<file path="config.mk">
export PLATFORM = sky130hd
export DESIGN_NAME = id_ex_stage
export DESIGN_NICKNAME = d
export VERILOG_FILES = /design/src/rtl/mips_pkg.sv /design/src/rtl/fwd_unit.sv /design/src/rtl/id_ex_stage.sv
export SDC_FILE = /design/constraint.sdc
export NUM_CORES = 1
export LEC_CHECK = 0
export ABC_CLOCK_PERIOD_IN_PS = 4710
export CORE_MARGIN = 10
export CORE_UTILIZATION = 46
export DETAILED_ROUTE_END_ITERATION = 8
export PLACE_DENSITY = 0.88
export SLEW_MARGIN = 20
export SYNTH_ARGS = -nofsm -noshare
export SYNTH_HDL_FRONTEND = slang
export SYNTH_SLANG_ARGS = --single-unit
</file>
<file path="constraint.sdc">
create_clock -name clk -period 4.71 [get_ports clk]
set_input_delay 1.413 -clock clk [delete_from_list [all_inputs] [get_ports clk]]
set_output_delay 1.413 -clock clk [all_outputs]
set_load 0.03 [all_outputs]
</file>
<file path="src/rtl/mips_pkg.sv">
// mips_pkg: shared widths, ALU opcode codes and forward-select encoding for the MIPS datapath
package mips_pkg;
  localparam int DATA_W = 32;
  localparam int OP_W   = 4;
  localparam int REG_AW = 5;

  typedef enum logic [OP_W-1:0] {
    ALU_ADD = 4'd0,
    ALU_SUB = 4'd1,
    ALU_AND = 4'd2,
    ALU_OR  = 4'd3,
    ALU_XOR = 4'd4,
    ALU_SLT = 4'd5,
    ALU_SLL = 4'd6,
    ALU_SRL = 4'd7,
    ALU_NOR = 4'd8
  } alu_op_e;

  typedef enum logic [1:0] {
    FWD_REG = 2'd0,
    FWD_EXM = 2'd1,
    FWD_MWB = 2'd2
  } fwd_sel_e;
endpackage

</file>
<file path="src/rtl/fwd_unit.sv">
// fwd_unit: operand forward selects and decode stall detection; ID_EX_FORWARD_EN enables forwarding
module fwd_unit #(
  parameter int REG_AW = 5
) (
  input  logic [REG_AW-1:0] rs_q,
  input  logic [REG_AW-1:0] rt_q,
  input  logic [REG_AW-1:0] id_rs,
  input  logic [REG_AW-1:0] id_rt,
  input  logic              id_alu_src,
  input  logic              id_mem_write,
  input  logic [REG_AW-1:0] ex_rd,
  input  logic              ex_reg_write,
  input  logic              ex_mem_read,
  input  logic              exm_reg_write,
  input  logic [REG_AW-1:0] exm_rd,
  input  logic              mwb_reg_write,
  input  logic [REG_AW-1:0] mwb_rd,
  output mips_pkg::fwd_sel_e sel_a,
  output mips_pkg::fwd_sel_e sel_b,
  output logic              stall
);
  import mips_pkg::*;

  function automatic logic hit(logic we, logic [REG_AW-1:0] rd, logic [REG_AW-1:0] src);
    return we & (rd != '0) & (rd == src);
  endfunction

  logic rt_used, load_use;

  // rt is a real source for register-register ops and for store data
  assign rt_used  = ~id_alu_src | id_mem_write;
  assign load_use = hit(ex_mem_read, ex_rd, id_rs) | (hit(ex_mem_read, ex_rd, id_rt) & rt_used);

`ifdef ID_EX_FORWARD_EN
  logic unused_fwd;

  assign unused_fwd = ex_reg_write;
  assign sel_a = hit(exm_reg_write, exm_rd, rs_q) ? FWD_EXM :
                 hit(mwb_reg_write, mwb_rd, rs_q) ? FWD_MWB : FWD_REG;
  assign sel_b = hit(exm_reg_write, exm_rd, rt_q) ? FWD_EXM :
                 hit(mwb_reg_write, mwb_rd, rt_q) ? FWD_MWB : FWD_REG;
  assign stall = load_use;
`else
  logic unused_fwd;

  assign unused_fwd = ^{rs_q, rt_q, mwb_reg_write, mwb_rd};
  assign sel_a = FWD_REG;
  assign sel_b = FWD_REG;
  assign stall = load_use
               | hit(ex_reg_write, ex_rd, id_rs)   | (hit(ex_reg_write, ex_rd, id_rt) & rt_used)
               | hit(exm_reg_write, exm_rd, id_rs) | (hit(exm_reg_write, exm_rd, id_rt) & rt_used);
`endif
endmodule

</file>
<file path="src/rtl/id_ex_stage.sv">
// id_ex_stage: ID/EX pipeline register with hazard stall, bubble/flush and operand forwarding (ID_EX_FORWARD_EN)
module id_ex_stage #(
  parameter int DATA_W = 32,
  parameter int OP_W   = 4,
  parameter int REG_AW = 5
) (
  input  logic              clk,
  input  logic              rst_n,
  input  logic [OP_W-1:0]   id_opcode,
  input  logic [DATA_W-1:0] id_rs_data,
  input  logic [DATA_W-1:0] id_rt_data,
  input  logic [DATA_W-1:0] id_imm,
  input  logic [REG_AW-1:0] id_rs,
  input  logic [REG_AW-1:0] id_rt,
  input  logic [REG_AW-1:0] id_rd,
  input  logic              id_alu_src,
  input  logic              id_reg_write,
  input  logic              id_mem_read,
  input  logic              id_mem_write,
  input  logic              flush,
  input  logic              exm_reg_write,
  input  logic [REG_AW-1:0] exm_rd,
  input  logic [DATA_W-1:0] exm_result,
  input  logic              mwb_reg_write,
  input  logic [REG_AW-1:0] mwb_rd,
  input  logic [DATA_W-1:0] mwb_data,
  output logic              stall,
  output logic [OP_W-1:0]   alu_opcode,
  output logic [DATA_W-1:0] alu_a,
  output logic [DATA_W-1:0] alu_b,
  output logic [REG_AW-1:0] ex_rd,
  output logic [DATA_W-1:0] ex_store_data,
  output logic              ex_reg_write,
  output logic              ex_mem_read,
  output logic              ex_mem_write
);
  import mips_pkg::*;

  typedef struct packed {
    logic [OP_W-1:0]   opcode;
    logic [DATA_W-1:0] rs_data;
    logic [DATA_W-1:0] rt_data;
    logic [DATA_W-1:0] imm;
    logic [REG_AW-1:0] rs;
    logic [REG_AW-1:0] rt;
    logic [REG_AW-1:0] rd;
    logic              alu_src;
    logic              reg_write;
    logic              mem_read;
    logic              mem_write;
  } ex_t;

  ex_t               q, d;
  fwd_sel_e          sel_a, sel_b;
  logic [DATA_W-1:0] fwd_a, fwd_b;

  fwd_unit #(.REG_AW(REG_AW)) u_fwd (
    .rs_q          (q.rs),
    .rt_q          (q.rt),
    .id_rs         (id_rs),
    .id_rt         (id_rt),
    .id_alu_src    (id_alu_src),
    .id_mem_write  (id_mem_write),
    .ex_rd         (q.rd),
    .ex_reg_write  (q.reg_write),
    .ex_mem_read   (q.mem_read),
    .exm_reg_write (exm_reg_write),
    .exm_rd        (exm_rd),
    .mwb_reg_write (mwb_reg_write),
    .mwb_rd        (mwb_rd),
    .sel_a         (sel_a),
    .sel_b         (sel_b),
    .stall         (stall)
  );

  // A flush or stall turns the incoming slot into an all-zero bubble
  assign d = (flush | stall) ? '0 :
             ex_t'{id_opcode, id_rs_data, id_rt_data, id_imm, id_rs, id_rt, id_rd,
                   id_alu_src, id_reg_write, id_mem_read, id_mem_write};

  // ID/EX register; reset discards the in-flight instruction immediately
  always_ff @(posedge clk or negedge rst_n)
    if (!rst_n) q <= '0;
    else        q <= d;

  assign fwd_a = (sel_a == FWD_EXM) ? exm_result : (sel_a == FWD_MWB) ? mwb_data : q.rs_data;
  assign fwd_b = (sel_b == FWD_EXM) ? exm_result : (sel_b == FWD_MWB) ? mwb_data : q.rt_data;

  assign alu_opcode    = q.opcode;
  assign alu_a         = fwd_a;
  assign alu_b         = q.alu_src ? q.imm : fwd_b;
  assign ex_store_data = fwd_b;
  assign ex_rd         = q.rd;
  assign ex_reg_write  = q.reg_write;
  assign ex_mem_read   = q.mem_read;
  assign ex_mem_write  = q.mem_write;
endmodule

</file>
==> results of run 1 <==
[cell families after synthesis]
family                    after synthesis  share of synthesized area, %
muxes                                  32                         5.412
xor gates and xnor gates               20                         2.631
DFF                                   109                         40.96
and+or+nand+nor                       118                         11.01
AOI/OAI and AO/OA                     114                         25.22
buffers and inverters                 137                         14.77
[metrics by stage]
step | cell area, µm² | util [%]
5_1_grt | 8721 | 62.10
6_report | 8726 | 62.14
4_1_cts | 8717 | 62.08
3_5_place_dp | 8407 | 59.87
2_1_floorplan | 6659 | -
3_3_place_gp | 8407 | 59.87
[final timing paths]
check | start | endpoint | slack (ns) | cells past startpoint
setup / recovery | exm_rd[3] | stall | 0.25 | 5
hold / removal | rst_n | q[29] | 1.09 | 1
setup reg to reg | ex_rd[2] | q[58] | 1.83 | 5
hold reg to reg | ex_reg_write | ex_rd[0] | 1.14 | 2
max in group asynchronous | rst_n | q[81] | 2.83 | 2
min in group clk | ex_reg_write | ex_rd[0] | 1.14 | 2
[cell type report]
cell class                      count  share of cell area (%)
Sequential cell                   109                   31.26
Antenna cell                        2                 0.05736
Timing Repair Buffer              246                   28.15
Tap cell                          180                   2.581
Clock inverter                      5                  0.6596
Multi-Input combinational cell    284                   34.40
Clock buffer                       11                   2.896
[power by group]
group	internal [mW]	switching, mW	leakage [nW]
clock network	0.443	0.346	0.156
registers	0.993	0.0258	1.41
logic	0.320	0.417	2.11
total	1.76	0.789	3.67
[cell usage in the layout (no fill, tap or decap), types with 9 or more instances in the layout]
cell type        count
a221oi_2           109
nand2b_1           109
clkbuf_16            9
mux2_2              32
dfrtp_1            109
buf_4                9
xnor2_1             18
clkdlybuf4s50_1    233
[flip-flops by register name, indices dropped and copies added, names as in the netlist]
| signal | count |
|---|---|
| alu_opcode | 4 |
| ex_mem_read | 1 |
| ex_mem_write | 1 |
| ex_rd | 5 |
| ex_reg_write | 1 |
| q | 97 |
[routing by layer]
layer / vias up / GRT usage (%) / part of all wire, %
li1: 2111 / - / -
met1: 2309 / 21.66 / 40
met2: 185 / 28.57 / 48
met3: 27 / 7.066 / 9.9
met4: 4 / 5.815 / 1.9
met5: - / 0 / 0.18
==> run_results.csv, run 1 <==
group,metric,value,unit
run_status,outcome,"finished clean",
floorplan,rows,43,
synthesis,postSynthNetCount,728,
floorplan,ios,307,
power_and_ir_drop,p_leak,3.673,nW
cts,clk_pin_slew_worst_paths,0.07,ns
synthesis,synth_edf_count,0,
setup_path,timing.critical_path.buf_inv,2,
sta,fmax,0.2240,GHz
setup_path,critPathTopFamily,"buffers and inverters",
cts,cts_resized,0,
synthesis,synth.area.top_cells,"dfrtp_1 (41%), a221oi_2 (25%), nand2b_1 (10%), buf_4 (8.2%), mux2_2 (5.4%)",
synthesis,yosys_warnings,0,
route,vias,4636,
synthesis,async_flop_share,100.0,%
cts,cts_inserted_buffers,9,
route,dr.first_iter.drc_count,209,
synthesis,synth_area_per_cell,12.56,µm²
sta,worst_pin_slew,0.9815,ns
global_routing,antenna_found_initial,4,
sta,finalSetupTns,0,ns
route,drc,0,
sta,slew_headroom,34.57,%
setup_path,cp_max_fo,3,
setup_path,path_cells,"clkdlybuf4s50_1 > or4_1 > o21a_4 > a22o_1 > buf_4",
setup_path,crit_path_end_kind,"primary output",
run,maxCapViolations,0,
sta,hold_viol_final,0,
sta,final.min_clock_period,4.464,ns
min_path,worstHoldPathType,"in -> async",
global_routing,grt-ovfl-total,0,
route,routed_wl,18040,µm
cts,clk_path_buf_depth,2,
global_routing,grt_pass1_wl,28700,µm
synthesis,syn_inst,530,
synthesis,ys_seq_area_share,40.96,%
route,dr.pass1.iters,4,
cts,cts-root-buf,"clkbuf_16",
synthesis,synth_commonest_cells,"a221oi_2 (109), dfrtp_1 (109), nand2b_1 (109), buf_4 (73), mux2_2 (32)",
cts,post-cts-setup-buffers,0,
synthesis,synth_top_cell_by_area,"dfrtp_1",
synthesis,synth_ff_type,"dfrtp_1",
setup_path,crit_required,3.30,ns
floorplan,start_util,47.42,%
cts,clkLatencyLatePin,0.34,ns
sta,min_period_over_period,94.77,%
floorplan,core_area,14040,µm²
final_layout,fin_cells,837,
synthesis,synth_cell_type_count,20,
final_layout,nNetsFinal,848,
final_layout,fillers,1068,
sta,holdWs,1.093,ns
setup_path,crit_path_start_kind,"primary input",
synthesis,synth_top_area_share,40.96,%
sta,skew,0.006301,ns
setup_path,path_class,"in -> out",
setup_path,slowest_stage,"or4_1",
global_routing,grt_use_total,17.93,%
cts,holdBufCountCts,0,
setup_path,arrival,3.05,ns
final_layout,drive_gt1_share,26.56,%
floorplan,die_h,140.3,µm
synthesis,synth_seq_cells,109,
global_routing,grt_max_degree,110,
route,wire_per_inst,21.55,µm
cts,cts.sinks,109,
place,gp_congestion,0.8807,
route,ant_nets,0,
place,dp_hpwl,12750,µm
place,place_inst,819,
place,pre_cts_ws,0.2649,ns
power_and_ir_drop,totalPowerFinal,2.545,mW
sta,slew_violations,0,
global_routing,first_global_vias,4934,
cts,cts_tree,"built",
route,viasPerCell,5.539,
sta,finalSetupViolations,0,
setup_path,slowest_delay,0.56,ns
sta,rsz0062_at_grt,"false",
place,port_buffers,236,
power_and_ir_drop,ir_worst_vdd,0.0001547,V
cts,htreeDepth,3,
final_layout,regArea,2728,µm²
power_and_ir_drop,power_density,291.7,nW/µm²
floorplan,die_x,140.3,µm
final_layout,multi_input_area,3002,µm²
floorplan,die-area,19690,µm²
synthesis,syn_area,6659,µm²
final_layout,syn2layout_area_growth,31.04,%
sta,layout_setup_ws,0.2463,ns
Note: power is estimated with default switching activity, not from simulation.
==> run 2: changes to the inputs <==
==> constraint.sdc (replaced) <==
create_clock -name clk -period 4.71 [get_ports clk]
set_input_delay 1.413 -clock clk [delete_from_list [all_inputs] [get_ports clk]]
set_output_delay 1.413 -clock clk [all_outputs]
set_load 0.005 [all_outputs]
==> run 2 against run 1 <==
Compared with the run above:
- via count up 1.1%
- first-iteration DRC count down 3.3%
- highest routed layer unchanged
- critical endpoint unchanged
- critical path depth up 1
- global-route usage about the same
- hold slack better by 0.0049 ns
- routed wire length up 1.7%
- sequential power about the same
==> run_results.csv, run 2 (synthesis gave the netlist of run 1 again) <==
group,metric,value,unit
final_layout,largest-register,"q",
power_and_ir_drop,sw_frac_of_total,27.86,%
power_and_ir_drop,totalPowerFinal,2.420,mW
sta,finalSetupViolations,0,
floorplan,ios,307,
final_layout,fin_util,62.43,%
setup_path,crit_path_start_kind,"primary input",
global_routing,antenna_found_initial,3,
final_layout,largest_register_ffs,97,
run,maxCapViolations,0,
place,dp_hpwl,13050,µm
setup_path,arrival,3.26,ns
final_layout,fin_cells,839,
power_and_ir_drop,combPwrFrac,25.3,%
final_layout,regArea,2728,µm²
route,routed_wl,18340,µm
setup_path,regToRegSetupSlack,1.91,ns
global_routing,first_global_vias,4977,
setup_path,reg2reg_depth,6,
final_layout,fillers,1053,
power_and_ir_drop,clkPwrFrac,32.5,%
cts,cts.sinks,109,
place,gp_congestion,0.8940,
cts,clkLatencyLatePin,0.35,ns
sta,finalSetupTns,0,ns
floorplan,core_area,14040,µm²
run_status,outcome,"finished clean",
route,dr.pass1.iters,4,
sta,slew_violations,0,
setup_path,crit_path_end_kind,"primary output",
global_routing,grt_max_degree,73,
cts,cts_tree,"built",
route,dr.first_iter.drc_count,202,
power_and_ir_drop,power_frac_seq,42.3,%
place,port_buffers,236,
cts,cts_inserted_buffers,9,
floorplan,start_util,47.42,%
sta,min_period_over_period,99.24,%
final_layout,multi_input_area,3005,µm²
setup_path,cp_max_fo,2,
cts,clk_path_buf_depth,2,
floorplan,die-area,19690,µm²
final_layout,nNetsFinal,851,
sta,rsz0062_at_grt,"false",
sta,hold_viol_final,0,
final_layout,layout_commonest_cell,"clkdlybuf4s50_1",
cts,clk_pin_slew_worst_paths,0.07,ns
cts,post-cts-setup-buffers,0,
place,place_inst,821,
global_routing,grt-ovfl-total,0,
cts,cts-root-buf,"clkbuf_16",
setup_path,worstReg2RegEnd,"q[58]",
sta,fmax,0.2139,GHz
final_layout,layout_common_cells,"clkdlybuf4s50_1 (230), nand2b_1 (109), a221oi_2 (109), dfrtp_1 (109), mux2_2 (32)",
power_and_ir_drop,p_leak,3.708,nW
power_and_ir_drop,ir_worst_vdd,0.0001303,V
cts,htreeDepth,3,
route,viasPerCell,5.586,
setup_path,rr_startpoint,"ex_rd[2]",
setup_path,crit_required,3.30,ns
min_path,worstHoldPathType,"in -> async",
power_and_ir_drop,p_int,1.746,mW
route,wire_per_inst,21.86,µm
route,drc,0,
final_layout,drive_gt1_share,26.90,%
setup_path,crit_start,"id_rt[2]",
setup_path,path_class,"in -> out",
power_and_ir_drop,p_switching,0.6740,mW
route,ant_nets,0,
floorplan,rows,43,
global_routing,grt_pass1_wl,28790,µm
floorplan,die_h,140.3,µm
power_and_ir_drop,power_density,276.0,nW/µm²
sta,slew_headroom,41.10,%
route,vias,4687,
floorplan,die_x,140.3,µm
sta,worst_pin_slew,0.8835,ns
sta,final.min_clock_period,4.674,ns
final_layout,syn2layout_area_growth,31.66,%
sta,skew,0.008941,ns
global_routing,grt_use_total,17.95,%
==> run 2: worst max path at each step <==
stage / endpoint / slack [ns]
floorplan: stall / 0.77
global placement: stall / -0.01
detailed placement: stall / -0.06
CTS: stall / 0.02
global route: stall / 0.01
finish: stall / 0.04
==> run 2: critical path: stages <==
cell             delay, ns
clkdlybuf4s50_1       0.52
xnor2_1               0.15
nand4_1               0.18
o32ai_4               0.32
a22o_1                0.17
clkdlybuf4s50_1       0.51
==> run 2: layer usage <==
metal  vias to the layer above  part of all wire [%]  GRT usage [%]
li1                       2128                     -              -
met1                      2348                    40          21.45
met2                       178                    48          28.74
met3                        29                   9.5          6.829
met4                         4                   2.5          6.576
met5                         -                  0.11              0
==> run 2: per-stage QoR <==
stage          setup slack (ns)  area, µm²  hold WS (ns)
2_1_floorplan            0.7656       6659        0.8883
3_3_place_gp          -0.009984       8412         1.185
3_5_place_dp           -0.05747       8412         1.209
4_1_cts                 0.02486       8721         1.113
5_1_grt                 0.01454       8765         1.143
6_report                0.03580       8767         1.098
==> run 2: cell type report <==
cell class	count	area share (%)
clock inverters	6	0.7849
flip-flops and latches	109	31.11
well taps	180	2.569
multi-input cells	284	34.28
clock buffers	10	2.726
diodes	1	0.02854
repair buffers	249	28.50
==> run 2: what timing repair did <==
item / in CTS / in global routing
pin swaps: 0 / 4
resized for setup: 3 / 2
endpoints found under the setup margin: 1 / 1
hold buffers: 0 / 0
endpoints found under the hold margin: 0 / 0
==> run 2: power by group through the flow <==
stage / registers (mW) / logic, mW / clock network [mW]
after detailed placement: 1.04 / 0.613 / 0
final: 1.02 / 0.612 / 0.786
after global placement: 1.04 / 0.601 / 0
after CTS: 1.02 / 0.615 / 0.808
after global routing: 1.03 / 0.656 / 0.839
after floorplan: 1.03 / 0.375 / 0
